[src/rtl/mips_pkg.sv]
// mips_pkg: shared types and constants for the writeback slice.
//   ld_type_t  : load flavour carried from issue to completion (LB..LWR)
//   wb_state_t : writeback controller load-tracking state
//   REG_ZERO   : hard-wired zero register index (never written, never bypassed)
package mips_pkg;

  typedef enum logic [2:0] {
    LB  = 3'd0,
    LBU = 3'd1,
    LH  = 3'd2,
    LHU = 3'd3,
    LW  = 3'd4,
    LWL = 3'd5,
    LWR = 3'd6
  } ld_type_t;

  typedef enum logic {
    IDLE    = 1'b0,
    LD_WAIT = 1'b1
  } wb_state_t;

  localparam logic [4:0] REG_ZERO = 5'd0;

endpackage

[src/rtl/regfile_writeback_if.sv]
// regfile_writeback_if: producer-side bus of the writeback controller.
//   ALU result channel : alu_valid/alu_ready, alu_reg, alu_data
//   Load issue channel : ld_valid/ld_ready, ld_reg, ld_type, ld_addr_lo, ld_old
//   Memory return      : mem_rvalid, mem_readdata
// Modports: master = pipeline/memory side, slave = writeback controller.
interface regfile_writeback_if;
  import mips_pkg::*;

  logic        alu_valid;
  logic        alu_ready;
  logic [4:0]  alu_reg;
  logic [31:0] alu_data;

  logic        ld_valid;
  logic        ld_ready;
  logic [4:0]  ld_reg;
  ld_type_t    ld_type;
  logic [1:0]  ld_addr_lo;
  logic [31:0] ld_old;

  logic        mem_rvalid;
  logic [31:0] mem_readdata;

  modport master (
    output alu_valid, alu_reg, alu_data,
    output ld_valid, ld_reg, ld_type, ld_addr_lo, ld_old,
    output mem_rvalid, mem_readdata,
    input  alu_ready, ld_ready
  );

  modport slave (
    input  alu_valid, alu_reg, alu_data,
    input  ld_valid, ld_reg, ld_type, ld_addr_lo, ld_old,
    input  mem_rvalid, mem_readdata,
    output alu_ready, ld_ready
  );

endinterface

[src/rtl/regfile_writeback_load_align.sv]
// load_align: combinational load data alignment / extension / merge.
//   ld_type   in  ld_type_t  load flavour
//   addr_lo   in  2          effective address bits [1:0]
//   readdata  in  32         little-endian memory word
//   old       in  32         current rt value (LWL/LWR merge source)
//   result    out 32         value to write back
module load_align
  import mips_pkg::*;
(
  input  ld_type_t    ld_type,
  input  logic [1:0]  addr_lo,
  input  logic [31:0] readdata,
  input  logic [31:0] old,
  output logic [31:0] result
);

  logic [31:0] byte_word;
  logic [7:0]  byte_sel;
  logic [15:0] half_sel;
  logic [4:0]  lwl_shift;
  logic [4:0]  lwr_shift;

  assign byte_word = readdata >> {addr_lo, 3'b000};
  assign byte_sel  = byte_word[7:0];
  assign half_sel  = addr_lo[1] ? readdata[31:16] : readdata[15:0];

  // LWL moves bytes [b:0] to the top of the register: shift left by 3-b bytes.
  // LWR moves bytes [3:b] to the bottom: shift right by b bytes.
  assign lwl_shift = {~addr_lo, 3'b000};
  assign lwr_shift = {addr_lo, 3'b000};

  always_comb begin
    result = readdata;
    case (ld_type)
      LB:  result = {{24{byte_sel[7]}}, byte_sel};
      LBU: result = {24'h000000, byte_sel};
      LH:  result = {{16{half_sel[15]}}, half_sel};
      LHU: result = {16'h0000, half_sel};
      LW:  result = readdata;
      LWL: result = (readdata << lwl_shift) | (old & ~(32'hFFFF_FFFF << lwl_shift));
      LWR: result = (readdata >> lwr_shift) | (old & ~(32'hFFFF_FFFF >> lwr_shift));
      default: result = readdata;
    endcase
  end

endmodule

[src/rtl/regfile_writeback.sv]
// regfile_writeback: serialises ALU results and one outstanding memory load
// onto the single register-file write port. A returning load owns the port;
// an ALU result accepted in that cycle waits in a one-entry buffer.
//   r_clk, reset (sync, active-high), r_clk_enable (low freezes everything)
//   wb            slave side of regfile_writeback_if (ALU/load/memory channels)
//   write_control/write_reg/write_data  registered regfile write port
//   busy          load outstanding or ALU buffer occupied
//   read_reg1/2, fwd_hit1/2, fwd_data1/2  write-port bypass
// Optional feature: define WB_BYPASS_EN to enable the bypass; otherwise the
// fwd_* outputs are tied to zero and read_reg1/2 are ignored.
module regfile_writeback
  import mips_pkg::*;
(
  input  logic        r_clk,
  input  logic        reset,
  input  logic        r_clk_enable,
  regfile_writeback_if.slave wb,
  output logic        write_control,
  output logic [4:0]  write_reg,
  output logic [31:0] write_data,
  output logic        busy,
  input  logic [4:0]  read_reg1,
  input  logic [4:0]  read_reg2,
  output logic        fwd_hit1,
  output logic        fwd_hit2,
  output logic [31:0] fwd_data1,
  output logic [31:0] fwd_data2
);

  wb_state_t   state_reg, state_next;
  logic [4:0]  ld_reg_reg;
  ld_type_t    ld_type_reg;
  logic [1:0]  ld_addr_reg;
  logic [31:0] ld_old_reg;

  logic        buf_valid_reg, buf_valid_next;
  logic [4:0]  buf_reg_reg, buf_reg_next;
  logic [31:0] buf_data_reg, buf_data_next;

  logic        write_control_reg;
  logic [4:0]  write_reg_reg;
  logic [31:0] write_data_reg;

  logic        ld_accept, alu_accept, ld_done;
  logic        src_valid;
  logic [4:0]  src_reg;
  logic [31:0] src_data;
  logic [31:0] ld_result;

  load_align u_load_align (
    .ld_type  (ld_type_reg),
    .addr_lo  (ld_addr_reg),
    .readdata (wb.mem_readdata),
    .old      (ld_old_reg),
    .result   (ld_result)
  );

  assign wb.alu_ready = r_clk_enable && !buf_valid_reg;
  assign wb.ld_ready  = r_clk_enable && (state_reg == IDLE);
  assign ld_accept    = wb.ld_valid && wb.ld_ready;
  assign alu_accept   = wb.alu_valid && wb.alu_ready;
  assign ld_done      = r_clk_enable && (state_reg == LD_WAIT) && wb.mem_rvalid;

  always_comb begin
    state_next = state_reg;
    case (state_reg)
      IDLE:    if (ld_accept) state_next = LD_WAIT;
      LD_WAIT: if (ld_done)   state_next = IDLE;
      default: state_next = IDLE;
    endcase
  end

  // Port priority: load completion, then buffered ALU, then direct ALU.
  // The buffer only fills in a load-return cycle, and the load FSM is back
  // in IDLE then, so it always drains before another load can return.
  always_comb begin
    src_valid      = 1'b0;
    src_reg        = REG_ZERO;
    src_data       = 32'h0;
    buf_valid_next = buf_valid_reg;
    buf_reg_next   = buf_reg_reg;
    buf_data_next  = buf_data_reg;
    if (ld_done) begin
      src_valid = 1'b1;
      src_reg   = ld_reg_reg;
      src_data  = ld_result;
      if (alu_accept) begin
        buf_valid_next = 1'b1;
        buf_reg_next   = wb.alu_reg;
        buf_data_next  = wb.alu_data;
      end
    end else if (buf_valid_reg) begin
      src_valid      = 1'b1;
      src_reg        = buf_reg_reg;
      src_data       = buf_data_reg;
      buf_valid_next = 1'b0;
    end else if (alu_accept) begin
      src_valid = 1'b1;
      src_reg   = wb.alu_reg;
      src_data  = wb.alu_data;
    end
  end

  always_ff @(posedge r_clk) begin
    if (reset) begin
      state_reg         <= IDLE;
      ld_reg_reg        <= REG_ZERO;
      ld_type_reg       <= LW;
      ld_addr_reg       <= 2'b00;
      ld_old_reg        <= 32'h0;
      buf_valid_reg     <= 1'b0;
      buf_reg_reg       <= REG_ZERO;
      buf_data_reg      <= 32'h0;
      write_control_reg <= 1'b0;
      write_reg_reg     <= REG_ZERO;
      write_data_reg    <= 32'h0;
    end else if (r_clk_enable) begin
      state_reg     <= state_next;
      buf_valid_reg <= buf_valid_next;
      buf_reg_reg   <= buf_reg_next;
      buf_data_reg  <= buf_data_next;
      if (ld_accept) begin
        ld_reg_reg  <= wb.ld_reg;
        ld_type_reg <= wb.ld_type;
        ld_addr_reg <= wb.ld_addr_lo;
        ld_old_reg  <= wb.ld_old;
      end
      // A $0 destination still uses the slot but never strobes the regfile.
      write_control_reg <= src_valid && (src_reg != REG_ZERO);
      if (src_valid) begin
        write_reg_reg  <= src_reg;
        write_data_reg <= src_data;
      end
    end
  end

  assign write_control = write_control_reg;
  assign write_reg     = write_reg_reg;
  assign write_data    = write_data_reg;
  assign busy          = (state_reg == LD_WAIT) || buf_valid_reg;

`ifdef WB_BYPASS_EN
  logic [1:0][4:0] rd_addr;
  logic [1:0]      hit;

  assign rd_addr[0] = read_reg1;
  assign rd_addr[1] = read_reg2;

  generate
    for (genvar gi = 0; gi < 2; gi++) begin : g_bypass
      assign hit[gi] = write_control_reg && (write_reg_reg == rd_addr[gi]) &&
                       (rd_addr[gi] != REG_ZERO);
    end
  endgenerate

  assign fwd_hit1  = hit[0];
  assign fwd_hit2  = hit[1];
  assign fwd_data1 = write_data_reg;
  assign fwd_data2 = write_data_reg;
`else
  logic unused_read_regs;
  assign unused_read_regs = ^{read_reg1, read_reg2};
  assign fwd_hit1  = 1'b0;
  assign fwd_hit2  = 1'b0;
  assign fwd_data1 = 32'h0;
  assign fwd_data2 = 32'h0;
`endif

endmodule

[src/flat_wrapper.sv]
// flat-port wrapper written by rule: the top's interface ports become plain ports
module regfile_writeback_flat import mips_pkg::*;
  (r_clk, reset, r_clk_enable, write_control, write_reg, write_data, busy, read_reg1, read_reg2, fwd_hit1, fwd_hit2, fwd_data1, fwd_data2, wb_alu_valid, wb_alu_reg, wb_alu_data, wb_ld_valid, wb_ld_reg, wb_ld_type, wb_ld_addr_lo, wb_ld_old, wb_mem_rvalid, wb_mem_readdata, wb_alu_ready, wb_ld_ready);
  regfile_writeback_if wb_i ();
  input  logic r_clk;
  input  logic reset;
  input  logic r_clk_enable;
  output logic write_control;
  output logic [4:0] write_reg;
  output logic [31:0] write_data;
  output logic busy;
  input  logic [4:0] read_reg1;
  input  logic [4:0] read_reg2;
  output logic fwd_hit1;
  output logic fwd_hit2;
  output logic [31:0] fwd_data1;
  output logic [31:0] fwd_data2;
  input wire logic [$bits(wb_i.alu_valid)-1:0] wb_alu_valid;
  input wire logic [$bits(wb_i.alu_reg)-1:0] wb_alu_reg;
  input wire logic [$bits(wb_i.alu_data)-1:0] wb_alu_data;
  input wire logic [$bits(wb_i.ld_valid)-1:0] wb_ld_valid;
  input wire logic [$bits(wb_i.ld_reg)-1:0] wb_ld_reg;
  input wire logic [$bits(wb_i.ld_type)-1:0] wb_ld_type;
  input wire logic [$bits(wb_i.ld_addr_lo)-1:0] wb_ld_addr_lo;
  input wire logic [$bits(wb_i.ld_old)-1:0] wb_ld_old;
  input wire logic [$bits(wb_i.mem_rvalid)-1:0] wb_mem_rvalid;
  input wire logic [$bits(wb_i.mem_readdata)-1:0] wb_mem_readdata;
  output wire logic [$bits(wb_i.alu_ready)-1:0] wb_alu_ready;
  output wire logic [$bits(wb_i.ld_ready)-1:0] wb_ld_ready;
  assign wb_i.alu_valid = wb_alu_valid;
  assign wb_i.alu_reg = wb_alu_reg;
  assign wb_i.alu_data = wb_alu_data;
  assign wb_i.ld_valid = wb_ld_valid;
  assign wb_i.ld_reg = wb_ld_reg;
  assign wb_i.ld_type = wb_ld_type;
  assign wb_i.ld_addr_lo = wb_ld_addr_lo;
  assign wb_i.ld_old = wb_ld_old;
  assign wb_i.mem_rvalid = wb_mem_rvalid;
  assign wb_i.mem_readdata = wb_mem_readdata;
  assign wb_alu_ready = wb_i.alu_ready;
  assign wb_ld_ready = wb_i.ld_ready;
  regfile_writeback u_core (.r_clk(r_clk), .reset(reset), .r_clk_enable(r_clk_enable), .wb(wb_i), .write_control(write_control), .write_reg(write_reg), .write_data(write_data), .busy(busy), .read_reg1(read_reg1), .read_reg2(read_reg2), .fwd_hit1(fwd_hit1), .fwd_hit2(fwd_hit2), .fwd_data1(fwd_data1), .fwd_data2(fwd_data2));
endmodule
[config.mk]
export PLATFORM = sky130hd
export DESIGN_NAME = regfile_writeback_flat
export DESIGN_NICKNAME = d
export VERILOG_FILES = /design/src/rtl/mips_pkg.sv /design/src/rtl/regfile_writeback_if.sv /design/src/rtl/regfile_writeback_load_align.sv /design/src/rtl/regfile_writeback.sv /design/src/flat_wrapper.sv
export SDC_FILE = /design/constraint.sdc
export NUM_CORES = 1
export LEC_CHECK = 0
export CAP_MARGIN = 20
export CELL_PAD_IN_SITES_DETAIL_PLACEMENT = 0
export CELL_PAD_IN_SITES_GLOBAL_PLACEMENT = 1
export CORE_MARGIN = 3
export CORE_UTILIZATION = 25
export CTS_BUF_LIST = sky130_fd_sc_hd__clkbuf_8
export CTS_CLUSTER_DIAMETER = 150
export DETAILED_ROUTE_END_ITERATION = 8
export PLACE_DENSITY_LB_ADDON = 0.1
export SLEW_MARGIN = 10
export SYNTH_ARGS = -nofsm -noshare
export SYNTH_HDL_FRONTEND = slang
export SYNTH_SLANG_ARGS = --single-unit
[constraint.sdc]
create_clock -name r_clk -period 4.35 [get_ports r_clk]
set_input_delay 0.87 -clock r_clk [delete_from_list [all_inputs] [get_ports r_clk]]
set_output_delay 0.87 -clock r_clk [all_outputs]
set_load 0.02 [all_outputs]
== Yosys cells after proc, flatten, opt, wreduce, memory -nomap -nowiden ==
Cells that the tools add are included.
Word-level totals
  logic and storage cells: 60
  output and inout port bits: 107
  memory bits (writable): 0
  ROM bits: 0
  register bits after elaboration: 119
  bits in latches: 0
  memories: 0
Operators by class
  $add $sub $neg: 0
  equal/unequal tests: 6
  $lt $le $gt $ge: 0
  reductions and logical operators: 15
  multiply operators: 0
  div/mod/pow operators: 0
  multiplexer cells: 16
  bitwise operators: 8
  shift-type cells: 4
Operator list (count)
  $pmux W32 S6: 1
  $mux W32: 3
  $and A32 B32 Y32: 2
  $not A32 Y32: 2
  $or A32 B32 Y32: 2
  $shl A32 B5 Y32: 1
  $shl A32 B5 Y32 const A: 1
  $shr A32 B5 Y32: 1
  $shr A32 B5 Y32 const A: 1
  $mux W16: 1
  $mux W5: 3
  $logic_and A1 B1 Y1: 7
  $mux W1: 7
  $eq A3 B2 Y1 const B: 2
  $eq A3 B3 Y1 const B: 2
  $reduce_and A2 Y1: 3
  $reduce_bool A5 Y1: 1
  $eq A3 B1 Y1 const B: 1
  $logic_not A3 Y1: 1
  $reduce_and A3 Y1: 1
  $ne A2 B1 Y1 const B: 1
  $not A2 Y2: 1
  $pmux W1 S2: 1
  $logic_not A1 Y1: 1
  2 further kinds: 2

== Depth between registers and ports, before layout ==
  depth in word-level cells: 8
  mapped depth: 9
  mapped depth without buffers: 5

== By module ==
From an unflattened synthesis, not the netlist that was laid out.
Second synthesis, totals
  cells, all modules: 977
  area, all modules: 7597.3 µm²
By module, submodules not included
  regfile_writeback: cells each 722, times used 1, area an instance 5535.3 µm²
  load_align: cells each 255, times used 1, area an instance 2062.0 µm²

== Worst setup path before layout ==
No wires, ideal clock.
  kind: input-to-output
  from: input r_clk_enable
  to: output wb_alu_ready
  setup slack: 2006 ps
  buffers on the path: 1
  stages on the path: 2
  arrival time: 1474 ps
  cell sequence: clkbuf_1 nor2b_1
On the way
  word-level cells in the longest chain between the ends: 1
Ends and longest elaborated chain
  from (decl): line flat_wrapper.sv:7  | input logic r_clk_enable;
  $logic_and A1 B1 Y1: line regfile_writeback.sv:58  | assign wb.alu_ready = r_clk_enable && !buf_valid_reg;
  to (decl): line flat_wrapper.sv:28  | output wire logic [$bits(wb_i.alu_ready)-1:0] wb_alu_ready;
No other way between the ends.

== Worst setup path after layout ==
  from: input r_clk_enable
  to: output wb_ld_ready
On the way
  word-level cells in the longest chain between the ends: 1
Ends and longest elaborated chain
  $logic_and A1 B1 Y1: line regfile_writeback.sv:59  | assign wb.ld_ready = r_clk_enable && (state_reg == IDLE);
  to (decl): line flat_wrapper.sv:29  | output wire logic [$bits(wb_i.ld_ready)-1:0] wb_ld_ready;
No other way between the ends.

==> results.cfg <==
[routing]
firstDrtPassIters = 5
drc = 0
vias_per_cell = 4.955
final_antenna_net_count = 0
wl_microns = 30000
drt_iter0_drc = 544
routedWlPerCell_microns = 20.01
via_count = 7428

[setup_path]
crit_chain = clkdlybuf4s50_1 > nor2b_1 > clkdlybuf4s50_1
arrival_ns = 2.45
reg2reg_depth = 6
crit_slowest_cell = clkdlybuf4s50_1
critPathCaptureType = output pin
crit_fanout = 3
worstSetupPathType = in2out
slowest_delay_ns = 0.69
worst-path-buf-inv = 2
path_common_cell = clkdlybuf4s50_1
critical_path_depth = 3
cp-start-kind = primary input
cp_top_family = buffers and inverters
crit_required_ns = 3.48

[grt]
first_global_vias = 7318
grt_max_degree = 56
grt-ovfl-total = 0
grt_antenna_before_repair = 0
grt_pass1_wl_microns = 44420
grt_use_total = 0.1837

[synth]
yosysUniqueCellTypes = 62
ys.flop_type = dfxtp_1
ys_ff_latch = 119
synth-edff-count = 0
avgSynthCellArea_sq_um = 7.607
synthTopCellsByCount = nand2_1 (213), dfxtp_1 (119), a21oi_1 (116)
yosysMostFrequentCell = nand2_1
async_reset_ff_frac = 0
synth_cells = 987
synth_area_leader_cell = dfxtp_1
synth_area_sq_um = 7508
ys_seq_area_frac = 0.3173
yosysWarnings = 0
synthTopCellsByArea = dfxtp_1 (32%), nand2_1 (11%), a21oi_1 (7.7%), buf_4 (7.3%), mux2i_1 (6.1%)
synth_top_area_share = 0.3173

[power]
power_per_cell_area_nw_per_um2 = 306.8
max-vdd-ir-drop_mv = 0.1306
power_leakage_nw = 3.346

[sta]
tns_ns = 0
hold_viol = 0
fin_crit_sh = 0.7638
max-slew-margin-rel = 0.3658
worst_pin_slew_ns = 0.9493
rsz0062_at_grt = false
clock.fmax_ghz = 0.3010
whs_ns = 0.4565
fin_skew_ns = 0.01147
period_needed_ns = 3.322
setup_viol = 0
slew_violations = 0

[clock_tree]
numCtsBuffers = 17
clk_latency_ns = 0.45
cts_sinks = 119
cts_tree = built
cts_max_level = 4
postCtsHoldBufs = 0
cts_buffer_depth = 2
cts_setup_buffers = 0
root_buffer = clkbuf_8
post_cts_resized = 0
clkTransAtPathRegs_ns = 0.08

[place]
port_buffers = 157
placed_area_sq_um = 9076
dp_hpwl_microns = 22080
place_congestion = 0.8537

[floorplanning]
chipWidth_microns = 179.3
start_util = 0.2574
rows = 62
fp.dieH_microns = 179.3
ios = 234
die-area_sq_um = 32150
core_sq_um = 29170

[layout]
final_cell_area_sq_um = 9519
areaGrowthSynthToFinish_pct = 26.78
num-nets-final = 1229
drive_gt1_frac = 0.06996
num_antenna_cells = 0

[run]
max_cap_violations = 0

[worst_hold_path]
hold_depth = 2
hold_class = reg2reg

[run_status]
outcome = finished clean
[path summary, 6_finish.rpt]
check                                      start                                   to  slack (ns)
max                                 r_clk_enable                          wb_ld_ready        1.03
min          u_core.buf_data_reg[9]$_SDFFE_PP0P_  u_core.buf_data_reg[9]$_SDFFE_PP0P_        0.46
max reg2reg   u_core.ld_addr_reg[0]$_SDFFE_PP0P_    u_core.write_data[2]$_SDFFE_PP0P_        1.76
min reg2reg  u_core.buf_data_reg[9]$_SDFFE_PP0P_  u_core.buf_data_reg[9]$_SDFFE_PP0P_        0.46
[placed cells by master, fill, tap and decap left out, drive strengths merged, types with 9 or more instances in the layout]
cell type / n
nor2: 71
a21oi: 117
clkdlybuf4s50: 156
nor2b: 11
nand2: 213
buf: 25
o21ai: 39
conb: 66
o21a: 11
a211oi: 28
dfxtp: 119
mux4: 9
a22oi: 31
nor4: 10
and3: 9
inv: 14
o221ai: 17
clkbuf: 18
mux2i: 46
nor3: 9
[stage by stage]
step                setup slack [ns]  power (mW)  cells  utilization
floorplan                      2.006       1.553   1052            -
global placement              0.9940       1.780   1467       0.3112
detailed placement            0.9919       1.779   1467       0.3112
CTS                           0.9906       2.965   1499       0.3264
global route                  0.9755       3.068   1499       0.3264
finish                         1.028       2.920   1499       0.3264
[final cells by class]
| class | count | area (sq um) |
|---|---|---|
| fillers | 3167 | 19650 |
| multi-input cells | 771 | 4404 |
| flip-flops and latches | 119 | 2385 |
| repair buffers | 181 | 1762 |
| well taps | 384 | 480.5 |
| clock buffers | 18 | 247.7 |
| clock inverters | 14 | 195.2 |
| inverters | 12 | 45.04 |
[worst register-to-register path, cell delays in order (launching register included)]
cell	delay, ns
dfxtp_2	0.87
buf_12	0.32
mux2i_1	0.13
mux2i_1	0.44
nor2_1	0.08
nor4_1	0.53
a211o_1	0.17
[cells by family after synthesis]
family | count (synthesis) | share of synthesized area
other | 1 | 0.0004994
AOI/OAI and AO/OA | 302 | 0.2616
buffers and inverters | 162 | 0.1286
and+or+nand+nor | 348 | 0.2006
DFF | 119 | 0.3173
muxes | 55 | 0.09132
[metal layers]
metal	part of all wire	wire length [microns]	vias to the layer above	track usage
met5	0	0	-	0
met4	0.017	521	0	0.05026
met3	0.065	1965	25	0.04363
met2	0.48	14280	235	0.3016
met1	0.44	13240	3555	0.2414
li1	-	-	3613	-
[power by group]
group          internal, mW  leakage, nW  switching [mW]
Clock                 0.643        0.212           0.523
Sequential             1.12        0.967          0.0376
Combinational         0.243         2.17           0.349
(Power assumes the default switching activity.)
